--- config.mk ---
export PLATFORM = sky130hd
export DESIGN_NAME = rx_push_arbiter_flat
export DESIGN_NICKNAME = d
export VERILOG_FILES = /design/src/rtl/rx_push_arbiter_pkg.sv /design/src/rtl/rx_push_arbiter_if.sv /design/src/rtl/rx_push_arbiter_rr_pick5.sv /design/src/rtl/rx_push_arbiter.sv /design/src/flat_wrapper.sv
export SDC_FILE = /design/constraint.sdc
export NUM_CORES = 1
export LEC_CHECK = 0
export BUFFER_PORTS_ARGS = -buffer_cell sky130_fd_sc_hd__buf_2
export CAP_MARGIN = 40
export CORE_UTILIZATION = 53
export CTS_CLUSTER_SIZE = 12
export DETAILED_ROUTE_END_ITERATION = 10
export HOLD_SLACK_MARGIN = 0.03
export PLACE_DENSITY = 0.88
export SYNTH_ARGS = -nofsm -noshare
export SYNTH_HDL_FRONTEND = slang
export SYNTH_SLANG_ARGS = --single-unit
--- constraint.sdc ---
create_clock -name clk -period 5.3 [get_ports clk]
set_input_delay 0.795 -clock clk [delete_from_list [all_inputs] [get_ports clk]]
set_output_delay 0.795 -clock clk [all_outputs]
set_load 0.05 [all_outputs]
--- src/rtl/rx_push_arbiter_pkg.sv ---
// Shared constants and types for the RX push arbiter: port indices,
// idle grant code, FSM state encoding and the round-robin pointer step.
`ifndef SIZE
`define SIZE 32
`endif

package rx_push_arbiter_pkg;

  localparam int unsigned NPORTS = 5;

  typedef logic [2:0] port_idx_t;

  localparam port_idx_t PORT_N     = 3'd0;
  localparam port_idx_t PORT_S     = 3'd1;
  localparam port_idx_t PORT_E     = 3'd2;
  localparam port_idx_t PORT_W     = 3'd3;
  localparam port_idx_t PORT_L     = 3'd4;
  localparam port_idx_t GRANT_NONE = 3'd7;

  typedef enum logic [1:0] {
    StIdle    = 2'd0,
    StWrite   = 2'd1,
    StWaitRel = 2'd2
  } state_e;

  // Pointer position just after port g, wrapping 4 -> 0.
  function automatic port_idx_t next_ptr(input port_idx_t g);
    return (g >= port_idx_t'(NPORTS - 1)) ? 3'd0 : g + 3'd1;
  endfunction

endpackage

--- src/rtl/rx_push_arbiter_if.sv ---
// Bundle of the five RX push channels plus the shared FIFO write port.
// master: arbiter side. slave: transceivers/FIFO side.
`ifndef SIZE
`define SIZE 32
`endif

interface rx_push_arbiter_if #(
  parameter int unsigned DATA_W = `SIZE
);
  logic [4:0]          fifo_push_req;
  logic [4:0]          fifo_push_ack;
  logic [5*DATA_W-1:0] fifo_push_data;
  logic                fifo_write;
  logic                fifo_full;
  logic [DATA_W-1:0]   fifo_item_in;
  logic [2:0]          grant_port;

  modport master (
    input  fifo_push_req,
    input  fifo_push_data,
    input  fifo_full,
    output fifo_push_ack,
    output fifo_write,
    output fifo_item_in,
    output grant_port
  );

  modport slave (
    output fifo_push_req,
    output fifo_push_data,
    output fifo_full,
    input  fifo_push_ack,
    input  fifo_write,
    input  fifo_item_in,
    input  grant_port
  );
endinterface

--- src/rtl/rx_push_arbiter_rr_pick5.sv ---
// rr_pick5: combinational rotate-priority picker over five requests.
// Returns the first set request at or after ptr, wrapping 4 -> 0.
module rr_pick5
  import rx_push_arbiter_pkg::*;
(
  input  logic [4:0] req,
  input  port_idx_t  ptr,
  output logic       valid,
  output port_idx_t  idx
);

  port_idx_t cand;

  // Scan from farthest to nearest so the closest requester to ptr wins.
  always_comb begin
    valid = 1'b0;
    idx   = '0;
    cand  = '0;
    for (int k = NPORTS - 1; k >= 0; k--) begin
      cand = port_idx_t'((32'(ptr) + 32'(k)) % NPORTS);
      if (req[cand]) begin
        valid = 1'b1;
        idx   = cand;
      end
    end
  end

endmodule

--- src/rtl/rx_push_arbiter.sv ---
// rx_push_arbiter: shares one FIFO write port among the N/S/E/W/L RX push
// channels using 4-phase req/ack and round-robin grants.
// Optional build macro RX_ARB_LOCAL_PRIO_EN gives Local (port 4) strict
// priority; ports 0-3 then round-robin among themselves.
`ifndef SIZE
`define SIZE 32
`endif

module rx_push_arbiter
  import rx_push_arbiter_pkg::*;
#(
  parameter int          id     = -1,
  parameter int unsigned DATA_W = `SIZE
) (
  input logic               clk,
  input logic               reset,
  rx_push_arbiter_if.master bus
);

  state_e            state_q, state_d;
  port_idx_t         g_q, g_d;
  port_idx_t         ptr_q, ptr_d;
  logic [DATA_W-1:0] data_q, data_d;
  logic [4:0]        ack_q, ack_d;
  logic              write_q, write_d;
  logic [DATA_W-1:0] item_q, item_d;
  port_idx_t         grant_q, grant_d;

  logic [4:0]        requesters;
  logic [4:0]        rr_req;
  logic              rr_valid;
  port_idx_t         rr_idx;
  logic              pick_valid;
  port_idx_t         pick_idx;
  logic [DATA_W-1:0] pick_data;
  logic [4:0]        g_onehot;

  // Ports already holding ack are mid-handshake and must not be re-served.
  assign requesters = bus.fifo_push_req & ~ack_q;

`ifdef RX_ARB_LOCAL_PRIO_EN
  assign rr_req     = {1'b0, requesters[3:0]};
  assign pick_valid = requesters[PORT_L] | rr_valid;
  assign pick_idx   = requesters[PORT_L] ? PORT_L : rr_idx;
`else
  assign rr_req     = requesters;
  assign pick_valid = rr_valid;
  assign pick_idx   = rr_idx;
`endif

  rr_pick5 u_pick (
    .req   (rr_req),
    .ptr   (ptr_q),
    .valid (rr_valid),
    .idx   (rr_idx)
  );

  assign pick_data = bus.fifo_push_data[32'(pick_idx) * DATA_W +: DATA_W];
  assign g_onehot  = 5'b00001 << g_q;

  // State register.
  always_ff @(posedge clk or negedge reset) begin
    if (!reset) state_q <= StIdle;
    else        state_q <= state_d;
  end

  // Next-state logic; fifo_full only gates the IDLE decision.
  always_comb begin
    state_d = state_q;
    case (state_q)
      StIdle:    if (pick_valid && !bus.fifo_full) state_d = StWrite;
      StWrite:   state_d = StWaitRel;
      StWaitRel: if (!bus.fifo_push_req[g_q]) state_d = StIdle;
      default:   state_d = StIdle;
    endcase
  end

  // Next values of the grant context and the registered outputs.
  always_comb begin
    g_d     = g_q;
    ptr_d   = ptr_q;
    data_d  = data_q;
    ack_d   = '0;
    write_d = 1'b0;
    item_d  = item_q;
    grant_d = GRANT_NONE;
    case (state_q)
      StIdle: begin
        if (pick_valid && !bus.fifo_full) begin
          g_d    = pick_idx;
          data_d = pick_data;
        end
      end
      StWrite: begin
        write_d = 1'b1;
        item_d  = data_q;
        ack_d   = g_onehot;
        grant_d = g_q;
      end
      StWaitRel: begin
        if (bus.fifo_push_req[g_q]) begin
          ack_d   = g_onehot;
          grant_d = g_q;
        end else begin
`ifdef RX_ARB_LOCAL_PRIO_EN
          if (g_q != PORT_L) ptr_d = next_ptr(g_q);
`else
          ptr_d = next_ptr(g_q);
`endif
        end
      end
      default: ;
    endcase
  end

  // Grant context and output registers.
  always_ff @(posedge clk or negedge reset) begin
    if (!reset) begin
      g_q     <= '0;
      ptr_q   <= '0;
      data_q  <= '0;
      ack_q   <= '0;
      write_q <= 1'b0;
      item_q  <= '0;
      grant_q <= GRANT_NONE;
    end else begin
      g_q     <= g_d;
      ptr_q   <= ptr_d;
      data_q  <= data_d;
      ack_q   <= ack_d;
      write_q <= write_d;
      item_q  <= item_d;
      grant_q <= grant_d;
    end
  end

  // Simulation sanity: outside IDLE the latched grant names a real port.
  always_ff @(posedge clk) begin
    if (reset && state_q != StIdle) begin
      assert (g_q < port_idx_t'(NPORTS))
        else $error("rx_push_arbiter %0d: bad grant %0d", id, g_q);
    end
  end

  assign bus.fifo_push_ack = ack_q;
  assign bus.fifo_write    = write_q;
  assign bus.fifo_item_in  = item_q;
  assign bus.grant_port    = grant_q;

endmodule

--- src/flat_wrapper.sv ---
// flat-port wrapper written by rule: the top's interface ports become plain ports
module rx_push_arbiter_flat import rx_push_arbiter_pkg::*;
#(
  parameter int          id     = -1,
  parameter int unsigned DATA_W = `SIZE
)
  (clk, reset, bus_fifo_push_req, bus_fifo_push_data, bus_fifo_full, bus_fifo_push_ack, bus_fifo_write, bus_fifo_item_in, bus_grant_port);
  rx_push_arbiter_if #(.DATA_W(DATA_W)) bus_i ();
  input logic clk;
  input logic reset;
  input wire logic [$bits(bus_i.fifo_push_req)-1:0] bus_fifo_push_req;
  input wire logic [$bits(bus_i.fifo_push_data)-1:0] bus_fifo_push_data;
  input wire logic [$bits(bus_i.fifo_full)-1:0] bus_fifo_full;
  output wire logic [$bits(bus_i.fifo_push_ack)-1:0] bus_fifo_push_ack;
  output wire logic [$bits(bus_i.fifo_write)-1:0] bus_fifo_write;
  output wire logic [$bits(bus_i.fifo_item_in)-1:0] bus_fifo_item_in;
  output wire logic [$bits(bus_i.grant_port)-1:0] bus_grant_port;
  assign bus_i.fifo_push_req = bus_fifo_push_req;
  assign bus_i.fifo_push_data = bus_fifo_push_data;
  assign bus_i.fifo_full = bus_fifo_full;
  assign bus_fifo_push_ack = bus_i.fifo_push_ack;
  assign bus_fifo_write = bus_i.fifo_write;
  assign bus_fifo_item_in = bus_i.fifo_item_in;
  assign bus_grant_port = bus_i.grant_port;
  rx_push_arbiter #(.id(id), .DATA_W(DATA_W)) u_core (.clk(clk), .reset(reset), .bus(bus_i));
endmodule
After elaboration in Yosys (flattened, before gate mapping)
Cells that the tools add are included.
Word-level totals
  output and inout port bits: 41
  logic and storage cells: 71
  bits in registers: 81
  input bits: 168
Cells by class
  add/sub/neg operators: 5
  shift-type cells: 2
  bitwise operators: 3
  equality and inequality tests: 4
  order comparisons: 7
  div/mod/pow operators: 5
  muxes and demuxes: 31
  reduce and logical (&&, ||, !) cells: 6
Operators by type and width (number)
  variable part select 160 x 9 -> 32 bit: 1
  remainder unit 32 x 3 -> 32 bit, second input constant: 4
  remainder unit 3 x 3 -> 32 bit, second input constant: 1
  < comparator 3 x 4 -> 1 bit, second input constant: 6
  two-way mux 3 bit: 7
  binary-select mux 1 bit (select 3 bit): 6
  two-way mux 1 bit: 12
  one-hot mux 5 bit (2 select lines): 1
  adder 3 x 2 -> 4 bit, second input constant: 2
  one-hot mux 2 bit (3 select lines): 1
  one-hot mux 3 bit (2 select lines): 1
  AND reduction 2 bit: 3
  bitwise AND 5 bit: 1
  two-way mux 5 bit: 1
  inverter 5 bit: 1
  left shift 1 x 3 -> 5 bit, first input constant: 1
  adder 3 x 1 -> 4 bit, second input constant: 1
  adder 3 x 3 -> 4 bit, second input constant: 1
  two-way mux 2 bit: 2
  adder 3 x 1 -> 3 bit, second input constant: 1
  greater-or-equal comparator 3 bit, second input constant: 1
  == test 2 x 1 -> 1 bit, second input constant: 1
  == test 2 bit, second input constant: 1
  zero test 2 bit: 1
  5 further kinds: 5

Logic depth before layout (Yosys ltp)
  word-level depth: 12
  depth in mapped cells: 21
  depth with buffers taken out: 17

By module
Synthesis repeated with hierarchy kept, for this count alone.
Unflattened totals
  cells, all modules: 546
  area, all modules: 5750.5 um^2
Modules (own cells, without submodules)
  rx_push_arbiter: times used 1, area an instance 4395.5 um^2, cells each 353, sequential area each 2030.7 um^2
  rr_pick5: times used 1, area an instance 1355.0 um^2, cells each 193, sequential area each 0.0 um^2

Worst setup path after synthesis
OpenSTA, ideal clock, no wires.
  kind: flip-flop to flip-flop
  from: reg u_core.ptr_q[0]
  to: reg u_core.data_q[12]
  setup time: 0.132 ns
  buffers on the path: 5
  data arrival time: 4.417 ns
  required time: 5.168 ns
  stages on the path, launching flop included: 21
  path slack: 0.751 ns
  period minus slack after synthesis: 4.549 ns
  path through: dfrtp_1 > buf_2 > inv_1 > buf_2 > ha_1 > buf_4 > clkbuf_1 > o211ai_1 > and2_1 > ha_1 > nor2b_1 > o22ai_1 > o2111ai_1 > nor3b_1 > or4_1 > nand4_1 > nand3_4 > buf_2 > and3_1 > a211oi_1 > o41ai_2
On the way
  cells in the longest elaborated chain, start to end: 11
  elaborated cells on any way between the ends: 32
  classes of those cells: add/sub (4); div (5); shift (1); mux (20); reduce/logical (2)
Ends and longest elaborated chain
  from (decl): RTL line rx_push_arbiter.sv:22  | port_idx_t ptr_q, ptr_d;
  from (signal assigned): RTL line rx_push_arbiter.sv:128  | ptr_q <= ptr_d;
  branches (longest 11 deep; another with remainder unit 32 x 3 -> 32 bit)
  to (signal assigned): RTL line rx_push_arbiter.sv:129  | data_q <= data_d;
  to (decl): RTL line rx_push_arbiter.sv:23  | logic [DATA_W-1:0] data_q, data_d;
Several ways; the timed one is not identified. The select of a mux whose other input is x is not followed.
A chain may end at the register's enable or synchronous reset.

Worst setup path in the final report
  from: reg u_core.ptr_q[1]
  to: reg u_core.data_q[16]
The elaborated chain is that of the path after synthesis.

==> results.sh <==
export IMPL_drtIter0Drc=548
export IMPL_hold_violations=0
export IMPL_fin_crit_ns=5.00
export IMPL_rr_worst_depth=18
export IMPL_synth_area_um2=6570
export IMPL_finalMaxSlewViolations=0
export IMPL_fin_worst_skew_ns=0.00752
export IMPL_rows=40
export IMPL_async_reset_ff_frac=1.00
export IMPL_ys_ff_latch=81
export IMPL_fin_crit_sh=0.943
export IMPL_core_area_um2=12100
export IMPL_dr_pass1_iters=5
export IMPL_clock_fmax_mhz=200
export IMPL_wl_per_cell_um=17.7
export IMPL_status="complete, no violations"
export IMPL_clkSlewWorstSetupHoldPaths_ns=0.06
export IMPL_yosysWarnings=0
export IMPL_drive_gt1_frac=0.397
export IMPL_antenna_left=0
export IMPL_synthToLayoutAreaGrowth_pct=22.8
export IMPL_cp_end_kind="flop"
export IMPL_cts_sinks=81
export IMPL_grt_pass1_wl_um=29600
export IMPL_cts_root_buf="clkbuf_16"
export IMPL_nNetsFinal=1081
export IMPL_yosys_area_top_type_share=0.297
export IMPL_critPathArrivalTime_ns=5.27
export IMPL_crit_fanout=35
export IMPL_die_x_um=113
export IMPL_grt_usage=0.292
export IMPL_gr_total_overflow=0
export IMPL_grt_pass1_vias=5983
export IMPL_wirelength_um=18700
export IMPL_synth_top_cells_by_count="dfrtp_1 (78), nand2_1 (50), and3_1 (47)"
export IMPL_nFillCells=945
export IMPL_final_setup_viol_count=0
export IMPL_clk_latency_ns=0.34
export IMPL_synth_nets=894
export IMPL_dieArea_um2=12800
export IMPL_crit_type="flop to flop"
export IMPL_port_buffers=208
export IMPL_worstHoldPathType="input port to asynchronous set/reset pin"
export IMPL_start_util=0.545
export IMPL_slew_headroom=0.489
export IMPL_dpl_hpwl_um=14000
export IMPL_worst_pin_slew_ns=0.765
export IMPL_cts_tree="built"
export IMPL_ys_flop_type="dfrtp_1"
export IMPL_clock_path_buffers=2
export IMPL_ioPinCount=209
export IMPL_synth_distinct_cells=89
export IMPL_yosysSeqAreaShare=0.309
export IMPL_viasPerCell=6.03
export IMPL_cp_start_kind="flop"
export IMPL_place_gp_congestion=0.933
export IMPL_h_tree_depth=3
export IMPL_critPathRequiredTime_ns=5.58
export IMPL_finish_utilization=0.669
export IMPL_syn_avg_cell_area_um2=9.42
export IMPL_synth_area_leaders="dfrtp_1 (30%), mux2_2 (6.2%), ha_1 (5.3%)"
export IMPL_die_h_um=113
export IMPL_syn_inst=697
export IMPL_drc=0
export IMPL_grt_max_degree=65
export IMPL_maxCapViolations=0
export IMPL_via_count=6376
export IMPL_antenna_cells=0
export IMPL_yosys_area_top_type="dfrtp_1"
export IMPL_synth_edf_count=0
export IMPL_cts_buffers=9
export IMPL_r2r_slack_ns=0.30
export IMPL_grt_antenna_before_repair=0
export IMPL_synthMostInstantiatedCell="dfrtp_1"
[routing by layer]
layer / wire length (µm) / GRT usage / share of wire / vias up
li1: - / - / - / 2996
met1: 7740 / 0.369 / 0.41 / 3016
met2: 9110 / 0.488 / 0.49 / 313
met3: 1270 / 0.0498 / 0.068 / 51
met4: 604 / 0.138 / 0.032 / 0
met5: 0 / 0 / 0 / -
[area by class of cell]
class                   instances  area, µm²  area share
clock buffers                  12        256      0.0318
clock inverters                 4       26.3     0.00326
inverters                      17       70.1     0.00868
multi-input cells             544       4210       0.522
flip-flops and latches         81       2030       0.252
well taps                     168        210      0.0261
repair buffers                231       1260       0.157
[sequential cells by signal (all words and copies together), names as in the netlist]
register / count
u_core.bus.fifo_write: 1
u_core.bus.fifo_push_ack: 5
u_core.g_q: 3
u_core.bus.grant_port: 3
u_core.bus.fifo_item_in: 32
u_core.data_q: 32
u_core.state_q: 2
u_core.ptr_q: 3
[final timing paths]
check                                                           to                    startpoint
min                        u_core.bus.fifo_item_in[10]$_DFFE_PN0P_                         reset
max                                  u_core.data_q[16]$_DFFE_PN0P_   u_core.ptr_q[1]$_DFFE_PN0P_
max in group asynchronous       u_core.bus.grant_port[2]$_DFF_PN1_                         reset
min in group clk                      u_core.data_q[9]$_DFFE_PN0P_  u_core.data_q[9]$_DFFE_PN0P_
max reg2reg                          u_core.data_q[16]$_DFFE_PN0P_   u_core.ptr_q[1]$_DFFE_PN0P_
min reg2reg                           u_core.data_q[9]$_DFFE_PN0P_  u_core.data_q[9]$_DFFE_PN0P_
[through the flow]
step | hold slack, ns | worst slack, ns | area [µm²] | setup TNS (ns) | cells
floorplan | 0.438 | 0.751 | 6570 | 0 | 697
global placement | 0.461 | 0.417 | 7660 | 0 | 1033
detailed placement | 0.455 | 0.255 | 7730 | 0 | 1036
CTS | 0.411 | 0.223 | 8010 | 0 | 1052
global route | 0.419 | -0.0387 | 8070 | -0.0702 | 1057
finish | 0.396 | 0.304 | 8070 | 0 | 1057
[logic make-up (layout without fill, tap and decap cells)]
kind of cell    after synthesis  after routing  synth area share
compound gates              227            227             0.281
xor+xnor                      7              7            0.0145
mux                          47             47            0.0869
buf+inv                      72            264            0.0554
flops                        81             81             0.309
fa+ha+maj                    29             29            0.0564
simple gates                234            234             0.197
[worst max-delay path, cell delays in order (launching register included)]
cell        delay, ns
dfrtp_1          0.58
clkinvlp_4       0.28
ha_1             0.44
o21ai_1          0.28
nand2_1          0.11
xnor2_1          0.19
ha_1             0.20
fa_1             0.16
a21boi_0         0.30
nand3_1          0.26
and4b_1          0.26
o21ai_1          0.30
and2_1           0.23
nand4_1          0.15
nand3_4          0.13
buf_4            0.34
and4b_4          0.48
o21ai_0          0.14
nand3_1          0.10
[layout by cell type (no fill, tap or decap), drive strengths merged, types with 12 or more instances in the layout]
cell type and instances:
o41ai 16, o21ai 50, buf 231, a211oi 19, dfrtp 78, ha 28
clkbuf 12, a21oi 19, inv 17, nand3 27, nand2 51, mux2 37
and3 47, a22oi 19, and2 24, nor2 39, a221oi 21, a21boi 36
[repair_timing]
item                                    4_1_cts  5_1_grt
setup buffers                                 0        5
gates resized for setup                       0        6
hold buffers                                  0        0
endpoints found under the setup margin        0       32
Power is not shown: default switching activity piles up to over one toggle a cycle in this logic, so the estimate is an artifact.
